==> src/rtl/otter_alu_pkg.sv <==
// Shared types for the OTTER execute unit: base ALU codes, RV32M funct3 codes
// and the iterative mul/div sequencer states.
package otter_alu_pkg;

    typedef enum logic [3:0] {
        ALU_ADD  = 4'b0000,
        ALU_SLL  = 4'b0001,
        ALU_SLT  = 4'b0010,
        ALU_SLTU = 4'b0011,
        ALU_XOR  = 4'b0100,
        ALU_SRL  = 4'b0101,
        ALU_OR   = 4'b0110,
        ALU_AND  = 4'b0111,
        ALU_SUB  = 4'b1000,
        ALU_LUI  = 4'b1001,
        ALU_SRA  = 4'b1101
    } alu_op_e;

    typedef enum logic [2:0] {
        MD_MUL    = 3'b000,
        MD_MULH   = 3'b001,
        MD_MULHSU = 3'b010,
        MD_MULHU  = 3'b011,
        MD_DIV    = 3'b100,
        MD_DIVU   = 3'b101,
        MD_REM    = 3'b110,
        MD_REMU   = 3'b111
    } md_op_e;

    typedef enum logic [1:0] {
        IDLE  = 2'd0,
        SETUP = 2'd1,
        ITER  = 2'd2,
        FIXUP = 2'd3
    } md_state_e;

    // Operand A is treated as two's complement for these ops
    function automatic logic md_a_signed(input md_op_e op);
        return (op == MD_MULH) || (op == MD_MULHSU) || (op == MD_DIV) || (op == MD_REM);
    endfunction

    // Operand B is treated as two's complement for these ops
    function automatic logic md_b_signed(input md_op_e op);
        return (op == MD_MULH) || (op == MD_DIV) || (op == MD_REM);
    endfunction

endpackage

==> src/rtl/otter_md_core.sv <==
// Iterative RV32M engine: sign preparation, shift-add multiplier, restoring
// divider, sequencing FSM and iteration counter. start/done handshake.
module otter_md_core
    import otter_alu_pkg::*;
#(
    parameter int WIDTH = 32
) (
    input  logic             i_clk,
    input  logic             i_rst,
    input  logic             i_start,
    input  logic [2:0]       i_funct3,
    input  logic [WIDTH-1:0] i_a,
    input  logic [WIDTH-1:0] i_b,
    output logic             o_busy,
    output logic             o_done,
    output logic [WIDTH-1:0] o_result
);

    localparam int CW = $clog2(WIDTH);
    localparam logic [WIDTH-1:0] MIN_VAL = {1'b1, {(WIDTH-1){1'b0}}};

    md_state_e          r_state;
    md_op_e             r_op;
    logic [CW-1:0]      r_count;
    logic [WIDTH-1:0]   r_a, r_b;
    logic [WIDTH-1:0]   r_x, r_y, r_rem;
    logic [2*WIDTH-1:0] r_acc, r_mcand;
    logic               r_neg_res, r_neg_rem, r_div0, r_ovf;

    logic               w_sa, w_sb, w_ge;
    logic [WIDTH-1:0]   w_mag_a, w_mag_b, w_sub, w_quo, w_remv;
    logic [WIDTH:0]     w_shift;
    logic [2*WIDTH-1:0] w_acc_next, w_prod;

    // Operand magnitudes for the signed variants
    always_comb begin
        w_sa    = md_a_signed(r_op) & r_a[WIDTH-1];
        w_sb    = md_b_signed(r_op) & r_b[WIDTH-1];
        w_mag_a = w_sa ? -r_a : r_a;
        w_mag_b = w_sb ? -r_b : r_b;
    end

    // One multiplier step and one restoring-division step
    always_comb begin
        w_acc_next = r_y[0] ? (r_acc + r_mcand) : r_acc;
        w_shift    = {r_rem, r_x[WIDTH-1]};
        w_ge       = (w_shift >= {1'b0, r_y});
        w_sub      = w_shift[WIDTH-1:0] - r_y;
    end

    // Apply signs, pick the requested half/quantity and the special-case overrides
    always_comb begin
        w_prod   = r_neg_res ? -r_acc : r_acc;
        w_quo    = r_neg_res ? -r_x : r_x;
        w_remv   = r_neg_rem ? -r_rem : r_rem;
        o_result = '0;
        case (r_op)
            MD_MUL:                       o_result = w_prod[WIDTH-1:0];
            MD_MULH, MD_MULHSU, MD_MULHU: o_result = w_prod[2*WIDTH-1:WIDTH];
            MD_DIV, MD_DIVU:              o_result = r_div0 ? '1 : (r_ovf ? MIN_VAL : w_quo);
            MD_REM, MD_REMU:              o_result = r_div0 ? r_a : (r_ovf ? '0 : w_remv);
            default:                      o_result = '0;
        endcase
        o_busy = (r_state != IDLE);
        o_done = (r_state == FIXUP);
    end

    // Sequencer: latch on start, prepare, iterate WIDTH times, finish in FIXUP
    always_ff @(posedge i_clk) begin
        if (i_rst) begin
            r_state   <= IDLE;
            r_op      <= MD_MUL;
            r_count   <= '0;
            r_a       <= '0;
            r_b       <= '0;
            r_x       <= '0;
            r_y       <= '0;
            r_rem     <= '0;
            r_acc     <= '0;
            r_mcand   <= '0;
            r_neg_res <= 1'b0;
            r_neg_rem <= 1'b0;
            r_div0    <= 1'b0;
            r_ovf     <= 1'b0;
        end else begin
            case (r_state)
                IDLE: begin
                    if (i_start) begin
                        r_op    <= md_op_e'(i_funct3);
                        r_a     <= i_a;
                        r_b     <= i_b;
                        r_state <= SETUP;
                    end
                end
                SETUP: begin
                    r_neg_res <= w_sa ^ w_sb;
                    r_neg_rem <= w_sa;
                    r_div0    <= (r_b == '0);
                    r_ovf     <= (r_a == MIN_VAL) && (r_b == '1) &&
                                 ((r_op == MD_DIV) || (r_op == MD_REM));
                    r_acc     <= '0;
                    r_mcand   <= {{WIDTH{1'b0}}, w_mag_a};
                    r_x       <= w_mag_a;
                    r_y       <= w_mag_b;
                    r_rem     <= '0;
                    r_count   <= CW'(WIDTH - 1);
                    r_state   <= ITER;
                end
                ITER: begin
                    if (!r_op[2]) begin
                        r_acc   <= w_acc_next;
                        r_mcand <= r_mcand << 1;
                        r_y     <= r_y >> 1;
                    end else if (w_ge) begin
                        r_rem <= w_sub;
                        r_x   <= {r_x[WIDTH-2:0], 1'b1};
                    end else begin
                        r_rem <= w_shift[WIDTH-1:0];
                        r_x   <= {r_x[WIDTH-2:0], 1'b0};
                    end
                    if (r_count == '0) begin
                        r_state <= FIXUP;
                    end else begin
                        r_count <= r_count - 1'b1;
                    end
                end
                FIXUP: r_state <= IDLE;
                default: r_state <= IDLE;
            endcase
        end
    end

endmodule

==> src/rtl/otter_alu_md.sv <==
// OTTER execute unit: single-cycle base ALU plus iterative RV32M engine,
// sharing one registered RESULT/OUT_VALID output.
module otter_alu_md
    import otter_alu_pkg::*;
#(
    parameter int WIDTH = 32
) (
    input  logic             CLK,
    input  logic             RST,
    input  logic             IN_VALID,
    output logic             IN_READY,
    input  logic [4:0]       OP,
    input  logic [WIDTH-1:0] SRC_A,
    input  logic [WIDTH-1:0] SRC_B,
    output logic             OUT_VALID,
    output logic [WIDTH-1:0] RESULT,
    output logic             ZERO
);

    localparam int SHW = $clog2(WIDTH);

    logic             w_accept, w_md_busy, w_md_done;
    logic [SHW-1:0]   w_shamt;
    logic [WIDTH-1:0] w_alu, w_md_result;
    logic [WIDTH-1:0] r_result;
    logic             r_out_valid;

    otter_md_core #(.WIDTH(WIDTH)) u_md_core (
        .i_clk    (CLK),
        .i_rst    (RST),
        .i_start  (w_accept & OP[4]),
        .i_funct3 (OP[2:0]),
        .i_a      (SRC_A),
        .i_b      (SRC_B),
        .o_busy   (w_md_busy),
        .o_done   (w_md_done),
        .o_result (w_md_result)
    );

    // Base ALU; unknown codes produce zero
    always_comb begin
        w_shamt = SRC_B[SHW-1:0];
        w_alu   = '0;
        case (OP[3:0])
            ALU_ADD:  w_alu = SRC_A + SRC_B;
            ALU_SUB:  w_alu = SRC_A - SRC_B;
            ALU_OR:   w_alu = SRC_A | SRC_B;
            ALU_AND:  w_alu = SRC_A & SRC_B;
            ALU_XOR:  w_alu = SRC_A ^ SRC_B;
            ALU_SRL:  w_alu = SRC_A >> w_shamt;
            ALU_SLL:  w_alu = SRC_A << w_shamt;
            ALU_SRA:  w_alu = $signed(SRC_A) >>> w_shamt;
            ALU_SLT:  w_alu = {{(WIDTH-1){1'b0}}, ($signed(SRC_A) < $signed(SRC_B))};
            ALU_SLTU: w_alu = {{(WIDTH-1){1'b0}}, (SRC_A < SRC_B)};
            ALU_LUI:  w_alu = SRC_A;
            default:  w_alu = '0;
        endcase
    end

    // Output register: M-op completion or base-op accept produces a one-cycle valid pulse
    always_ff @(posedge CLK) begin
        if (RST) begin
            r_result    <= '0;
            r_out_valid <= 1'b0;
        end else if (w_md_done) begin
            r_result    <= w_md_result;
            r_out_valid <= 1'b1;
        end else if (w_accept && !OP[4]) begin
            r_result    <= w_alu;
            r_out_valid <= 1'b1;
        end else begin
            r_out_valid <= 1'b0;
        end
    end

    assign IN_READY  = ~w_md_busy;
    assign w_accept  = IN_VALID & IN_READY;
    assign OUT_VALID = r_out_valid;
    assign RESULT    = r_result;
    assign ZERO      = (r_result == '0);

endmodule

==> config.mk <==
export PLATFORM = sky130hd
export DESIGN_NAME = otter_alu_md
export DESIGN_NICKNAME = d
export VERILOG_FILES = /design/src/rtl/otter_alu_pkg.sv /design/src/rtl/otter_md_core.sv /design/src/rtl/otter_alu_md.sv
export SDC_FILE = /design/constraint.sdc
export NUM_CORES = 2
export LEC_CHECK = 0
export CORE_UTILIZATION = 60
export CTS_CLUSTER_DIAMETER = 50
export DETAILED_ROUTE_END_ITERATION = 8
export GPL_TIMING_DRIVEN = 0
export PLACE_DENSITY = 0.85
export REMOVE_ABC_BUFFERS = 1
export SLEW_MARGIN = 20
export SYNTH_ARGS = -nofsm -noshare
export SYNTH_HDL_FRONTEND = slang
export SYNTH_SLANG_ARGS = --single-unit
==> constraint.sdc <==
create_clock -name CLK -period 6 [get_ports CLK]
set_input_delay 0.9 -clock CLK [delete_from_list [all_inputs] [get_ports CLK]]
set_output_delay 0.9 -clock CLK [all_outputs]
set_load 0.01 [all_outputs]
==> flow_metrics.py <==
metrics = {
    "sta": {
        "unrepaired_setup_endpoints_after_global_routing": "no",
        "measured_slew_at_the_worst_slew_check_pin_ns": 1.143,
        "timing.final.setup_violations": 0,
        "worst_slew_margin_rel_pct": 22.99,
        "max_freq_mhz": 170.2,
        "period_needed_ns": 5.877,
        "number_of_hold_slack_violations_in_the_final_timing_report": 0,
        "finalClockSkew_ns": 0.03946,
        "drv_slew": 0,
        "post_route_fraction_of_the_period_consumed_by_the_critical_path_pct": 97.94,
    },
    "global_route": {
        "grt_pass1_vias": 31470,
        "grt_util_all_layers_pct": 45.71,
        "wire_length_of_the_first_global_routing_pass_um": 189800,
        "grt_start_max_net_pins": 117,
        "initial_antenna_violation_count": 8,
        "globalRoute.totalOverflow": 0,
    },
    "synthesis": {
        "netlist_area_um2": 31560,
        "postSynth.topFlopCell": "dfxtp_1",
        "post_synth.cell_area_avg_um2": 7.210,
        "synthArstFlopShare_pct": 0,
        "ys_warn_count": 0,
        "ys_seq_elements": 335,
        "synth_cell_type_count": 92,
        "cell_count_after_synthesis": 4377,
        "synth_enable_flop_cells": 0,
        "seq_area_frac_synth_pct": 21.25,
    },
    "power_and_ir_drop": {
        "power.static_leakage_uw": 0.01375,
        "netSwitchingFraction_pct": 44.27,
        "power.density_cell_area_nw_per_um2": 301.9,
        "p_seq_share_pct": 28.1,
        "power.ir.vdd_worst_mv": 0.2114,
        "p_comb_share_pct": 45.7,
        "clock_power_share_pct": 26.2,
        "internal_pwr_total_uw": 5833,
        "pwr_total_uw": 10470,
        "power.switching_uw": 4633,
    },
    "cells_and_area": {
        "area_growth_pct": 9.845,
        "layout.nets": 4539,
        "drive_gt1_share_pct": 5.784,
        "postLayoutCellArea_um2": 34660,
        "final.fill_count": 4469,
        "multi_input_area_um2": 23190,
        "sequential_cell_area_um2": 6711,
        "finalCoreUtilization_pct": 67.16,
    },
    "critical_path": {
        "crit_path_end_kind": "register",
        "timing.critical_path.arrival_ns": 6.39,
        "start_kind": "input port",
        "ff2ff_path_depth": 8,
        "worst-path-max-fanout": 32,
        "critical_path_required_ns": 6.52,
        "setup.worst_path.class": "in2reg",
    },
    "hold_path": {
        "worst_hold_path_type": "reg2reg",
        "min_path_cells": 2,
    },
    "placed_design": {
        "gpl.final_weighted_congestion": 1.042,
        "numPortBuffers": 106,
        "dpl.hpwl_um": 94030,
        "dpl-instance-area_um2": 33110,
    },
    "floorplanning": {
        "start_util_pct": 61.14,
        "die_height_um": 231.3,
        "core.rowCount": 83,
        "placeableCoreArea_um2": 51610,
        "chipWidth_um": 231.3,
        "io-pin-count": 107,
        "fp.dieArea_um2": 53520,
    },
    "clocking": {
        "hold_buffers": 0,
        "cts.htree.levels": 2,
        "clkTransAtPathRegs_ns": 0.06,
        "clockBufferDepth": 3,
        "tritoncts.num_buffers": 44,
        "worstSkewPairLatency_ns": 0.61,
        "cts_resized": 0,
        "clkSinkCount": 335,
        "cts_tree": "built",
        "cts_root_buffer": "clkbuf_16",
        "post_cts_buffers": 0,
    },
    "routing": {
        "drt_pass1_iterations": 7,
        "drt-wirelength-per-cell_um": 25.32,
        "post_detailed_routing_wire_length_um": 126000,
        "route.detailed.drc": 0,
        "via_per_inst": 7.028,
        "drtIter0Drc": 4842,
        "route.vias.total": 34960,
        "drt.antenna.violating_nets": 0,
    },
    "outcome": {
        "status": "finished clean",
    },
    "job": {
        "cap_viol_max_count": 0,
    },
}
[cells in the mapped netlist, drive strengths merged (16+ instances only)]
cell,n,area share [%]
and3,21,0.42
a32oi,19,0.53
a31oi,31,0.61
ha,211,8.4
o31ai,64,1.6
o21bai,33,0.79
buf,36,0.47
dfxtp,335,21
inv,174,2.1
or4,25,0.62
a21o,74,1.8
a221o,16,0.51
a211o,17,0.47
nor4,40,0.93
xnor2,139,3.9
xor2,137,3.8
o221ai,45,1.2
o22ai,25,0.50
nand3,124,2.0
clkbuf,277,3.3
nand4,46,0.95
a221oi,22,0.61
a222oi,21,0.67
o211ai,32,0.78
mux2i,53,1.7
a21oi,379,6.0
o2111ai,19,0.53
o21ai,378,6.0
or3,31,0.65
a22oi,103,2.5
nor2,442,5.3
and2,19,0.38
o21a,20,0.48
nand2,509,6.1
or2,23,0.46
nor3,73,1.2
nand2b,43,0.88
mux4,34,2.4
a211oi,94,2.3
o41ai,29,0.91
nor2b,34,0.67
[cell type report]
cell class / count / area share (%)
multi-input combinational: 3551 / 66.89
sequential: 335 / 19.36
timing repair buffer: 142 / 4.931
clock buffer: 55 / 3.472
tap: 680 / 2.454
inverter: 178 / 1.935
clock inverter: 27 / 0.9096
antenna: 6 / 0.04331
[worst paths after layout]
check	slack (ns)	end	from
worst max-delay path	0.12	RESULT[27]	SRC_B[2]
worst min-delay path	0.45	u_md_core.r_y[24]	u_md_core.r_y[24]
worst max register to register	1.41	u_md_core.r_rem[5]	u_md_core.r_state[0]
worst min register to register	0.45	u_md_core.r_y[24]	u_md_core.r_y[24]
[routing by layer]
layer | share of wire, % | wire length (um) | up-vias | global-route usage [%]
met5 | 0.064 | 80 | - | 0
met1 | 38 | 48390 | 16390 | 59.44
met2 | 42 | 53340 | 2351 | 67.86
li1 | - | - | 15760 | -
met3 | 12 | 15620 | 446 | 11.26
met4 | 6.8 | 8531 | 6 | 27.81
[cells in the final DEF (no fill, tap or decap), types with 33 or more instances in the layout]
cell	netlist	layout
nand2_1	509	502
nor2_1	442	435
a21oi_1	379	378
o21ai_0	362	362
dfxtp_1	335	333
ha_1	211	209
inv_1	173	172
xnor2_1	139	139
xor2_1	137	137
nand3_1	124	122
a22oi_1	102	102
clkdlybuf4s50_1	0	100
a211oi_1	93	93
a21o_1	74	74
nor3_1	73	68
o31ai_1	62	62
mux2i_1	53	53
o221ai_1	45	45
clkbuf_16	0	45
nand4_1	44	44
nand2b_1	42	40
nor4_1	36	34
mux4_2	34	34
nor2b_1	34	33
o21bai_1	33	33
[through the flow]
stage          std cells  setup TNS [ns]  setup slack, ns  hold slack (ns)
6_report            4974               0           0.1234           0.4513
3_5_place_dp        4886        -0.06539         -0.06539           0.4456
2_1_floorplan       4064               0           0.8710           0.4258
4_1_cts             4968               0           0.4984           0.4538
3_3_place_gp        4850        -1466.65           -10.88           0.4400
5_1_grt             4970               0          0.02217           0.4757
[critical path, stage by stage]
cell and delay [ns]:
buf_2 0.50, inv_2 0.37, buf_12 0.28, ha_1 0.43
inv_1 0.06, a21oi_1 0.33, o211ai_1 0.25, a2111oi_0 0.84
nor3_1 0.23, a211oi_2 0.51, o31ai_1 0.23, a21boi_1 0.33
nor3b_1 0.10, o41ai_1 0.73, a311o_1 0.27
[sequential cells by signal, indices dropped and copies added, names as in the netlist, 5 cells and up]
name               count
u_md_core.r_acc       64
u_md_core.r_a         32
u_md_core.r_mcand     64
u_md_core.r_count      5
u_md_core.r_b         32
u_md_core.r_y         32
u_md_core.r_x         32
u_md_core.r_rem       32
RESULT                32
[power groups by stage]
stage                     sequential, uW  clock [uW]  combinational [uW]
final                               2940        2750                4780
after global routing                2970        2850                5130
after detailed placement            2950           0                4580
after global placement              2990           0                4230
after CTS                           2910        2750                4610
after floorplan                     2850           0                2930
[logic make-up (layout without fill, tap and decap cells)]
logic type,count (synthesis),after routing,share of synthesized area (%)
flip-flops,335,335,21.25
other,0,6,0
multiplexers,96,96,4.429
adder cells (fa/ha/maj),215,215,8.619
XOR/XNOR,276,276,7.660
AO/OA/AOI/OAI,1501,1501,30.91
AND/OR/NAND/NOR,1463,1463,21.24
buffers and inverters,491,402,5.884
(Power assumes the default switching activity.)
